### config.mk
export PLATFORM = sky130hd
export DESIGN_NAME = ysyx_rob_mw
export DESIGN_NICKNAME = d
export VERILOG_FILES = /design/src/rtl/ysyx_rob_mw.sv
export SDC_FILE = /design/constraint.sdc
export NUM_CORES = 2
export LEC_CHECK = 0
export ABC_AREA = 0
export CORE_MARGIN = 2
export CORE_UTILIZATION = 60
export DETAILED_ROUTE_END_ITERATION = 16
export MAX_ROUTING_LAYER = met4
export PLACE_DENSITY_LB_ADDON = 0.3
export SLEW_MARGIN = 20
export SYNTH_ARGS = -nofsm -noshare
export SYNTH_HDL_FRONTEND = slang
export SYNTH_SLANG_ARGS = --single-unit
### constraint.sdc
create_clock -name clock -period 11.1 [get_ports clock]
set_input_delay 2.775 -clock clock [delete_from_list [all_inputs] [get_ports clock]]
set_output_delay 2.775 -clock clock [all_outputs]
set_load 0.1 [all_outputs]
### src/rtl/ysyx_rob_mw.sv
// rtl/ysyx_rob_mw.sv - reorder buffer with rename table, multi-port writeback and mispredict flush
//   clock, reset                  : rising-edge clock, asynchronous active-high reset
//   disp_*                        : in-order allocation at tail, disp_tag returns the slot
//   rs1_*/rs2_*                   : combinational operand lookup with writeback forwarding
//   wb_*                          : NUM_WB packed writeback ports (value and resolved npc)
//   cm_*                          : in-order commit from head
//   flush, flush_pc, count        : redirect pulse, redirect target, occupancy
module ysyx_rob_mw #(
    parameter int XLEN     = 32,
    parameter int ROB_SIZE = 8,
    parameter int REG_NUM  = 16,
    parameter int NUM_WB   = 2,
    localparam int TW      = $clog2(ROB_SIZE),
    localparam int RL      = $clog2(REG_NUM)
) (
    input  logic                   clock,
    input  logic                   reset,
    input  logic                   disp_valid,
    output logic                   disp_ready,
    input  logic [RL-1:0]          disp_rd,
    input  logic [XLEN-1:0]        disp_pc,
    input  logic [XLEN-1:0]        disp_pnpc,
    output logic [TW-1:0]          disp_tag,
    input  logic [RL-1:0]          rs1_idx,
    output logic                   rs1_busy,
    output logic                   rs1_ready,
    output logic [TW-1:0]          rs1_tag,
    output logic [XLEN-1:0]        rs1_value,
    input  logic [RL-1:0]          rs2_idx,
    output logic                   rs2_busy,
    output logic                   rs2_ready,
    output logic [TW-1:0]          rs2_tag,
    output logic [XLEN-1:0]        rs2_value,
    input  logic [NUM_WB-1:0]      wb_valid,
    input  logic [NUM_WB*TW-1:0]   wb_tag,
    input  logic [NUM_WB*XLEN-1:0] wb_value,
    input  logic [NUM_WB*XLEN-1:0] wb_npc,
    output logic                   cm_valid,
    input  logic                   cm_ready,
    output logic [RL-1:0]          cm_rd,
    output logic [XLEN-1:0]        cm_value,
    output logic [XLEN-1:0]        cm_pc,
    output logic [XLEN-1:0]        cm_npc,
    output logic                   flush,
    output logic [XLEN-1:0]        flush_pc,
    output logic [TW:0]            count
);

    typedef enum logic [1:0] {ST_FREE, ST_EX, ST_WB} ent_st_e;

    ent_st_e         st_q     [ROB_SIZE];
    logic [RL-1:0]   rd_q     [ROB_SIZE];
    logic [XLEN-1:0] pc_q     [ROB_SIZE];
    logic [XLEN-1:0] pnpc_q   [ROB_SIZE];
    logic [XLEN-1:0] val_q    [ROB_SIZE];
    logic [XLEN-1:0] npc_q    [ROB_SIZE];
    logic            busy_q   [REG_NUM];
    logic [TW-1:0]   rtag_q   [REG_NUM];
    logic [TW-1:0]   head_q, tail_q;
    logic [TW:0]     cnt_q;
    logic            flush_q;
    logic [XLEN-1:0] flush_pc_q;

    // Per-entry writeback resolution; ports are scanned high to low so the
    // lowest-indexed port writing a tag is the one that sticks.
    logic            wb_hit   [ROB_SIZE];
    logic [XLEN-1:0] wb_val_e [ROB_SIZE];
    logic [XLEN-1:0] wb_npc_e [ROB_SIZE];

    always_comb begin
        for (int e = 0; e < ROB_SIZE; e++) begin
            wb_hit[e]   = 1'b0;
            wb_val_e[e] = '0;
            wb_npc_e[e] = '0;
            for (int i = NUM_WB - 1; i >= 0; i--) begin
                if (wb_valid[i] && wb_tag[i*TW +: TW] == TW'(e)) begin
                    wb_hit[e]   = 1'b1;
                    wb_val_e[e] = wb_value[i*XLEN +: XLEN];
                    wb_npc_e[e] = wb_npc[i*XLEN +: XLEN];
                end
            end
        end
    end

    logic do_disp, do_cm, mispredict;

    assign disp_ready = (cnt_q < (TW+1)'(ROB_SIZE)) && !flush_q;
    assign disp_tag   = tail_q;
    assign do_disp    = disp_valid && disp_ready;
    assign cm_valid   = (st_q[head_q] == ST_WB) && !flush_q;
    assign cm_rd      = rd_q[head_q];
    assign cm_value   = val_q[head_q];
    assign cm_pc      = pc_q[head_q];
    assign cm_npc     = npc_q[head_q];
    assign do_cm      = cm_valid && cm_ready;
    assign mispredict = npc_q[head_q] != pnpc_q[head_q];
    assign flush      = flush_q;
    assign flush_pc   = flush_pc_q;
    assign count      = cnt_q;

    // Operand lookup sees registered state only; forwarding comes from the
    // writeback ports of this cycle.
    logic [RL-1:0]   lk_idx   [2];
    logic            lk_busy  [2];
    logic            lk_ready [2];
    logic [TW-1:0]   lk_tag   [2];
    logic [XLEN-1:0] lk_value [2];

    assign lk_idx[0] = rs1_idx;
    assign lk_idx[1] = rs2_idx;

    always_comb begin
        for (int x = 0; x < 2; x++) begin
            lk_busy[x]  = 1'b0;
            lk_ready[x] = 1'b1;
            lk_tag[x]   = '0;
            lk_value[x] = '0;
            if (lk_idx[x] != '0 && busy_q[lk_idx[x]]) begin
                lk_busy[x]  = 1'b1;
                lk_tag[x]   = rtag_q[lk_idx[x]];
                lk_ready[x] = 1'b0;
                if (st_q[rtag_q[lk_idx[x]]] == ST_WB) begin
                    lk_ready[x] = 1'b1;
                    lk_value[x] = val_q[rtag_q[lk_idx[x]]];
                end else if (wb_hit[rtag_q[lk_idx[x]]] && !flush_q) begin
                    lk_ready[x] = 1'b1;
                    lk_value[x] = wb_val_e[rtag_q[lk_idx[x]]];
                end
            end
        end
    end

    assign rs1_busy  = lk_busy[0];
    assign rs1_ready = lk_ready[0];
    assign rs1_tag   = lk_tag[0];
    assign rs1_value = lk_value[0];
    assign rs2_busy  = lk_busy[1];
    assign rs2_ready = lk_ready[1];
    assign rs2_tag   = lk_tag[1];
    assign rs2_value = lk_value[1];

    always_ff @(posedge clock or posedge reset) begin
        if (reset) begin
            for (int e = 0; e < ROB_SIZE; e++) st_q[e] <= ST_FREE;
            for (int r = 0; r < REG_NUM; r++) begin
                busy_q[r] <= 1'b0;
                rtag_q[r] <= '0;
            end
            head_q     <= '0;
            tail_q     <= '0;
            cnt_q      <= '0;
            flush_q    <= 1'b0;
            flush_pc_q <= '0;
        end else if (flush_q) begin
            // Redirect cycle: drop everything in flight, writebacks included.
            for (int e = 0; e < ROB_SIZE; e++) st_q[e] <= ST_FREE;
            for (int r = 0; r < REG_NUM; r++) busy_q[r] <= 1'b0;
            head_q  <= '0;
            tail_q  <= '0;
            cnt_q   <= '0;
            flush_q <= 1'b0;
        end else begin
            for (int e = 0; e < ROB_SIZE; e++) begin
                if (wb_hit[e] && st_q[e] == ST_EX) st_q[e] <= ST_WB;
            end
            // Commit clears the mapping first so a same-cycle dispatch to the
            // same rd overrides it.
            if (do_cm) begin
                st_q[head_q] <= ST_FREE;
                head_q       <= head_q + TW'(1);
                if (rtag_q[cm_rd] == head_q) busy_q[cm_rd] <= 1'b0;
            end
            if (do_disp) begin
                st_q[tail_q] <= ST_EX;
                tail_q       <= tail_q + TW'(1);
                if (disp_rd != '0) begin
                    busy_q[disp_rd] <= 1'b1;
                    rtag_q[disp_rd] <= tail_q;
                end
            end
            case ({do_disp, do_cm})
                2'b10:   cnt_q <= cnt_q + (TW+1)'(1);
                2'b01:   cnt_q <= cnt_q - (TW+1)'(1);
                default: cnt_q <= cnt_q;
            endcase
            flush_q <= do_cm && mispredict;
            if (do_cm && mispredict) flush_pc_q <= npc_q[head_q];
        end
    end

    // Payload storage needs no reset: it is only observed through entry state.
    always_ff @(posedge clock) begin
        for (int e = 0; e < ROB_SIZE; e++) begin
            if (!flush_q && wb_hit[e] && st_q[e] == ST_EX) begin
                val_q[e] <= wb_val_e[e];
                npc_q[e] <= wb_npc_e[e];
            end
        end
        if (do_disp) begin
            rd_q[tail_q]   <= disp_rd;
            pc_q[tail_q]   <= disp_pc;
            pnpc_q[tail_q] <= disp_pnpc;
        end
    end

endmodule

## After elaboration in Yosys (flattened, before gate mapping)

Memories as Yosys holds them, arrays and structs flattened.
Cells that the tools add are included.

| storage, ports and cells | value |
|---|---|
| logic and storage cells | 339 |
| latch bits | 0 |
| bits in read-only memories | 0 |
| memories | 5 |
| flip-flop bits (word level) | 123 |
| bits in writable memories | 1,056 |

Memory list:

| memory | words | bits a word | rd ports | clocked after memory_dff | wr ports | line | text |
|---|---|---|---|---|---|---|---|
| npc_q | 8 | 32 | 1 | 0 | 8 | 56 | `logic [XLEN-1:0] npc_q [ROB_SIZE];` |
| pc_q | 8 | 32 | 1 | 0 | 1 | 53 | `logic [XLEN-1:0] pc_q [ROB_SIZE];` |
| pnpc_q | 8 | 32 | 1 | 0 | 1 | 54 | `logic [XLEN-1:0] pnpc_q [ROB_SIZE];` |
| val_q | 8 | 32 | 3 | 0 | 8 | 55 | `logic [XLEN-1:0] val_q [ROB_SIZE];` |
| rd_q | 8 | 4 | 1 | 0 | 1 | 52 | `logic [RL-1:0] rd_q [ROB_SIZE];` |

| cells by class | value |
|---|---|
| bitwise logic cells | 17 |
| multiply operators | 0 |
| add/sub/neg operators | 4 |
| reductions and logical operators | 64 |
| muxes and demuxes | 162 |
| shift-type cells | 0 |
| div/mod/pow operators | 0 |
| equal/unequal tests | 29 |
| $lt $le $gt $ge | 13 |

Operator list:

| cell | count |
|---|---|
| 32-bit 2-to-1 mux | 42 |
| 32-bit binary-select mux with 3-bit select | 2 |
| 16-bit 2-to-1 mux | 10 |
| 1-bit logical AND | 53 |
| 1-bit 2-to-1 mux | 53 |
| 48-bit bitwise mux | 1 |
| 2-bit 2-to-1 mux | 24 |
| 3-bit 2-to-1 mux | 13 |
| 3-bit binary-select mux with 4-bit select | 3 |
| 16-bit AND | 2 |
| 32-bit != test | 1 |
| 16-bit inverter | 2 |
| 3-bit equality test, second input constant | 8 |
| 5-bit greater-or-equal comparator, second input constant | 4 |
| 4-bit inverter with 5-bit output | 4 |
| 2-bit binary-select mux with 3-bit select | 3 |
| 2-bit by 1-bit equality test with 1-bit output, second input constant | 9 |
| 4-bit greater-or-equal comparator, second input constant | 4 |
| 3-bit inverter with 4-bit output | 4 |
| 16-bit bitwise OR | 1 |
| 2-bit demux with 3-bit select | 2 |
| 3-bit demux with 4-bit select | 1 |
| 3-bit by 2-bit equality test with 1-bit output, second input constant | 4 |
| 4-bit nonzero test | 3 |
| other kinds (24) | 36 |

## Logic depth before layout (Yosys ltp)

An unclocked memory read counts as a cell.

| depth | value |
|---|---|
| word-level depth | 15 |
| mapped depth | 17 |

## Worst setup path before layout

No wires, ideal clock.

| timing | value |
|---|---|
| kind | input to register |
| start | input port disp_valid |
| end | register st_q[15] in the netlist's numbering |
| stages | 5 |
| path slack | 435 ps |
| path buffers | 1 |
| arrival time | 10,162 ps |
| cells stage by stage | nor2b_1 -> nand2b_1 -> clkbuf_1 -> nor4_1 -> a2111oi_0 |

| between the ends | value |
|---|---|
| word-level cells in the longest chain between the ends | 3 |

RTL lines:

| element | line | text |
|---|---|---|
| from (decl) | 18 | `input logic disp_valid,` |
| 1-bit logical AND | 89 | `assign do_disp = disp_valid && disp_ready;` |
| 16-bit 2-to-1 mux | 173 | `if (do_disp) begin` |
| 16-bit 2-to-1 mux | 154 | `end else if (flush_q) begin` |
| to (signal, indexed assignment) | 169 | `st_q[head_q] <= ST_FREE;` |
| to (signal, indexed assignment) | 174 | `st_q[tail_q] <= ST_EX;` |
| to (decl) | 51 | `ent_st_e st_q [ROB_SIZE];` |

Every way passes these cells.
A chain may end at the register's enable or synchronous reset.

## Worst setup path after layout

| timing | value |
|---|---|
| start | input port rs1_idx[0] |
| end | output port rs1_value[0] |

| between the ends | value |
|---|---|
| word-level cells in the longest chain between the ends | 12 |
| elaborated cells between the ends (all ways) | 25 |

RTL lines:

| element | line | text |
|---|---|---|
| from (decl) | 24 | `input logic [RL-1:0] rs1_idx,` |
| 4-bit inverter with 5-bit output (implied by the code) | - |  |
| 3-bit binary-select mux with 4-bit select | - |  |
| 3-bit 2-to-1 mux (implied by the code) (2 in a row) | - |  |
| 3-bit inverter with 4-bit output (implied by the code) | 122, 125, 127 |  |
| 1-bit binary-select mux with 3-bit select | 125 | `end else if (wb_hit[rtag_q[lk_idx[x]]] && !flush_q) begin` |
| 1-bit 2-to-1 mux (implied by the code) (2 in a row) | 125 |  |
| 1-bit logical AND | 125 |  |
| 32-bit 2-to-1 mux | 125 |  |
| 32-bit 2-to-1 mux | 122 | `if (st_q[rtag_q[lk_idx[x]]] == ST_WB) begin` |
| 32-bit 2-to-1 mux (*) | 118 | `if (lk_idx[x] != '0 && busy_q[lk_idx[x]]) begin` |
| to (decl) | 28 | `output logic [XLEN-1:0] rs1_value,` |

Mark *: on every way between the ends. The rest lies on a longest branch, timed or not. The select of a mux whose other input is x is not followed.

==> flow_summary.toml <==
[floorplanning]
io_pins = 432
start_util = 0.606
rows = 117
core_area_sq_um = 102000
die_area_sq_um = 105000
fp.dieH_um = 325
die_w_um = 325

[finish]
nNetsFinal = 4378
postLayoutCoreUtil = 0.701
layout-drive-gt1-share = 0.266
fin_area_sq_um = 71400
final_cells = 5667
fillers = 6579
area_growth_syn_to_layout_pct = 15.7

[sta]
post-route-period-util = 0.933
setup_viol = 0
worst_slew_pin_slew_ns = 1.33
fin_worst_skew_ns = 0.0237
hold_viol_final = 0
final_period_minus_worst_setup_slack_ns = 10.36
max_freq_ghz = 0.0965
fin_setup_tns_ns = 0
slew_headroom = 0.110
rsz0062_at_grt = "no"
fin_hold_ws_ns = 0.446
maxSlewViolCount = 0

[yosys]
netlist_area_sq_um = 61700
synth_cells = 3972
ys_ff_latch = 1178
yosysUniqueCellTypes = 64
yosysSeqAreaShare = 0.563
synth-edff-count = 1056
ys.flop_type = "edfxtp_1"
synth-async-reset-ratio = 0.104
yosys_warnings = 0
synth_nets = 4193
synth_area_per_cell_sq_um = 15.5

[global_routing]
grt_pass1_vias = 41400
gr-total-overflow = 0
grt_pass1_wl_um = 278000
grt_max_degree = 163
grt.total_usage = 0.369
antenna_found_initial = 38

[critical_path]
worstPathCellList = "clkdlybuf4s50_1 -> buf_4 -> mux4_2 -> mux4_2 -> mux4_1 -> mux2_2 -> nor2_2 -> nand2_2 -> buf_4 -> o22ai_1 -> buf_12"
critPathKind = "in2out"
rr_worst_depth = 11
arrival_ns = 7.59
max_stage_delay_ns = 0.87
cp-start-kind = "primary input"
rr_startpoint = "head_q[2]"
slowest_stage = "clkdlybuf4s50_1"
cp_num_buf_inv = 4
critPathCaptureType = "output pin"
required_ns = 8.33
path_delay_family = "multiplexers"
r2r_end = "busy_q[2]"
cp_max_fo = 16
r2r_slack_ns = 5.04

[drt]
avgRoutedWirePerCell_um = 33.6
wl_um = 190000
vias = 41600
avgViaCountPerCell = 7.34
final_antenna_net_count = 0
drtPass1Iterations = 8
drcViolationCount = 0
drt_iter0_drc = 6342

[run_status]
status = "complete, no violations"

[placement]
portBuffers = 431
place_area_sq_um = 67500
dp_cells = 5404
gp_routability_congestion = 0.960
hpwl_um = 112000

[job]
drv_cap = 0

[min_path]
min_to = "rtag_q[45]"
hold_path_startpoint = "rtag_q[45]"
worstHoldPathType = "reg2reg"
hold_depth = 0

[power]
ir_drop_v = 0.000506
powerDensity_nw_per_um2 = 284
power_leakage_nw = 24.3

[clock_network]
clkSlewWorstSetupHoldPaths_ns = 0.06
post_cts_buffers = 0
hold_buffers = 0
cts_buffer_depth = 3
ctsRootBufferMaster = "clkbuf_16"
cts_tree = "yes"
cts_resized = 0
cts_made_buffers = 119
clock-sinks = 1178
clkLatencyLatePin_ns = 0.71
h-tree-depth = 3
[cells by family after synthesis]
kind of cell / after synthesis / synth area share
DFF: 1178 / 0.563
AOI/OAI and AO/OA: 947 / 0.123
muxes: 809 / 0.237
buffers and inverters: 619 / 0.0418
and+or+nand+nor: 372 / 0.0278
xor gates and xnor gates: 42 / 0.00596
adders and majority gates: 5 / 0.00113
[layer usage]
| metal | up-vias | global-route usage | share of wire |
|---|---|---|---|
| met1 | 21000 | 0.483 | 0.36 |
| met2 | 3246 | 0.541 | 0.46 |
| met5 | - | - | 0 |
| met3 | 628 | 0.0988 | 0.13 |
| li1 | 16700 | - | - |
| met4 | 0 | 0.182 | 0.053 |
[layout make-up]
cell class,count,area [sq um],share of cell area
diodes,43,108,0.00151
clock buffers,150,3160,0.0442
clock inverters,70,659,0.00923
inverters,146,556,0.00778
multi-input cells,2175,24600,0.345
flip-flops and latches,1178,34800,0.487
well taps,1368,1710,0.0240
repair buffers,537,5860,0.0820
[per-stage QoR]
stage / power [W] / worst slack [ns]
2_1_floorplan: 0.0135 / 0.435
3_3_place_gp: 0.0162 / 0.867
3_5_place_dp: 0.0162 / 0.835
4_1_cts: 0.0202 / 0.805
5_1_grt: 0.0208 / 0.624
6_report: 0.0203 / 0.739
[worst max path at each step]
stage / from / end / cells after the start
2_1_floorplan: disp_valid / st_q[15] / 5
6_report: rs1_idx[0] / rs1_value[0] / 11
5_1_grt: rs1_idx[0] / rs1_value[0] / 11
3_3_place_gp: rs1_idx[0] / rs1_value[0] / 11
4_1_cts: rs1_idx[0] / rs1_value[0] / 11
3_5_place_dp: rs1_idx[0] / rs1_value[0] / 11
[synthesized netlist by cell type, types with 8 or more instances]
cell | number | area share
o211ai_1 | 66 | 0.0080
nor2b_1 | 22 | 0.0022
a22o_1 | 388 | 0.055
mux2i_1 | 122 | 0.020
dfrtp_1 | 122 | 0.049
mux2_2 | 186 | 0.034
a211o_1 | 66 | 0.0094
nand3_1 | 19 | 0.0015
buf_4 | 13 | 0.0016
a22oi_1 | 130 | 0.016
buf_2 | 27 | 0.0022
o21ai_0 | 15 | 0.0012
mux4_1 | 8 | 0.0034
o22ai_2 | 60 | 0.012
a21oi_1 | 160 | 0.013
a2111oi_0 | 8 | 0.0011
edfxtp_1 | 1056 | 0.51
nor2_1 | 122 | 0.0074
nand2_1 | 118 | 0.0072
inv_1 | 144 | 0.0088
clkbuf_1 | 238 | 0.014
clkbuf_2 | 25 | 0.0020
nand2b_1 | 18 | 0.0018
nor3b_1 | 8 | 0.00097
xnor2_1 | 38 | 0.0054
mux4_2 | 493 | 0.18
buf_1 | 151 | 0.0092
nor3_1 | 18 | 0.0015
buf_6 | 18 | 0.0033
nor4_1 | 15 | 0.0015
[worst reg2reg max path: stages, from the launching register on]
cell and delay [ns]:
dfrtp_4 1.04, buf_4 0.69, nor2b_1 0.67, a22oi_2 0.28, nand2_1 0.54, inv_1 0.47
mux4_2 0.60, nand2_1 0.09, nand4_1 0.10, xor2_1 0.21, nor4_2 0.97, a311oi_1 0.22
[state kept, by name, indices dropped and copies added, names as in the netlist, 16 cells and up]
name / cells
npc_q: 256
pc_q: 256
pnpc_q: 256
val_q: 256
rtag_q: 48
flush_pc: 32
rd_q: 32
st_q: 16
[placed cells by master (no fill, tap or decap), drive strengths merged, types with 5 or more instances in the layout]
cell	Yosys	final
a2111oi	9	9
a211o	66	66
a211oi	7	7
a21o	6	6
a21oi	160	160
a22o	388	388
a22oi	132	132
a311oi	6	6
a31oi	5	5
and2	6	6
buf	210	172
bufinv	0	10
clkbuf	263	150
clkdlybuf4s50	0	365
clkinv	0	52
dfrtp	122	122
diode	0	43
edfxtp	1056	1056
inv	146	150
mux2	186	186
mux2i	122	122
mux4	501	501
nand2	120	120
nand2b	18	18
nand3	19	19
nand3b	5	5
nand4	6	6
nor2	124	124
nor2b	22	22
nor3	18	18
nor3b	8	8
nor4	16	16
o211ai	66	66
o21ai	15	15
o22ai	67	67
xnor2	38	38
[power by group]
group	internal, W	leakage (nW)	switching [W]	total, W
combinational	0.00357	11.2	0.00692	0.0105
clock	0.00224	1.86	0.00172	0.00397
sequential	0.00537	11.2	0.000439	0.00581
Note: power is estimated with default switching activity, not from simulation.
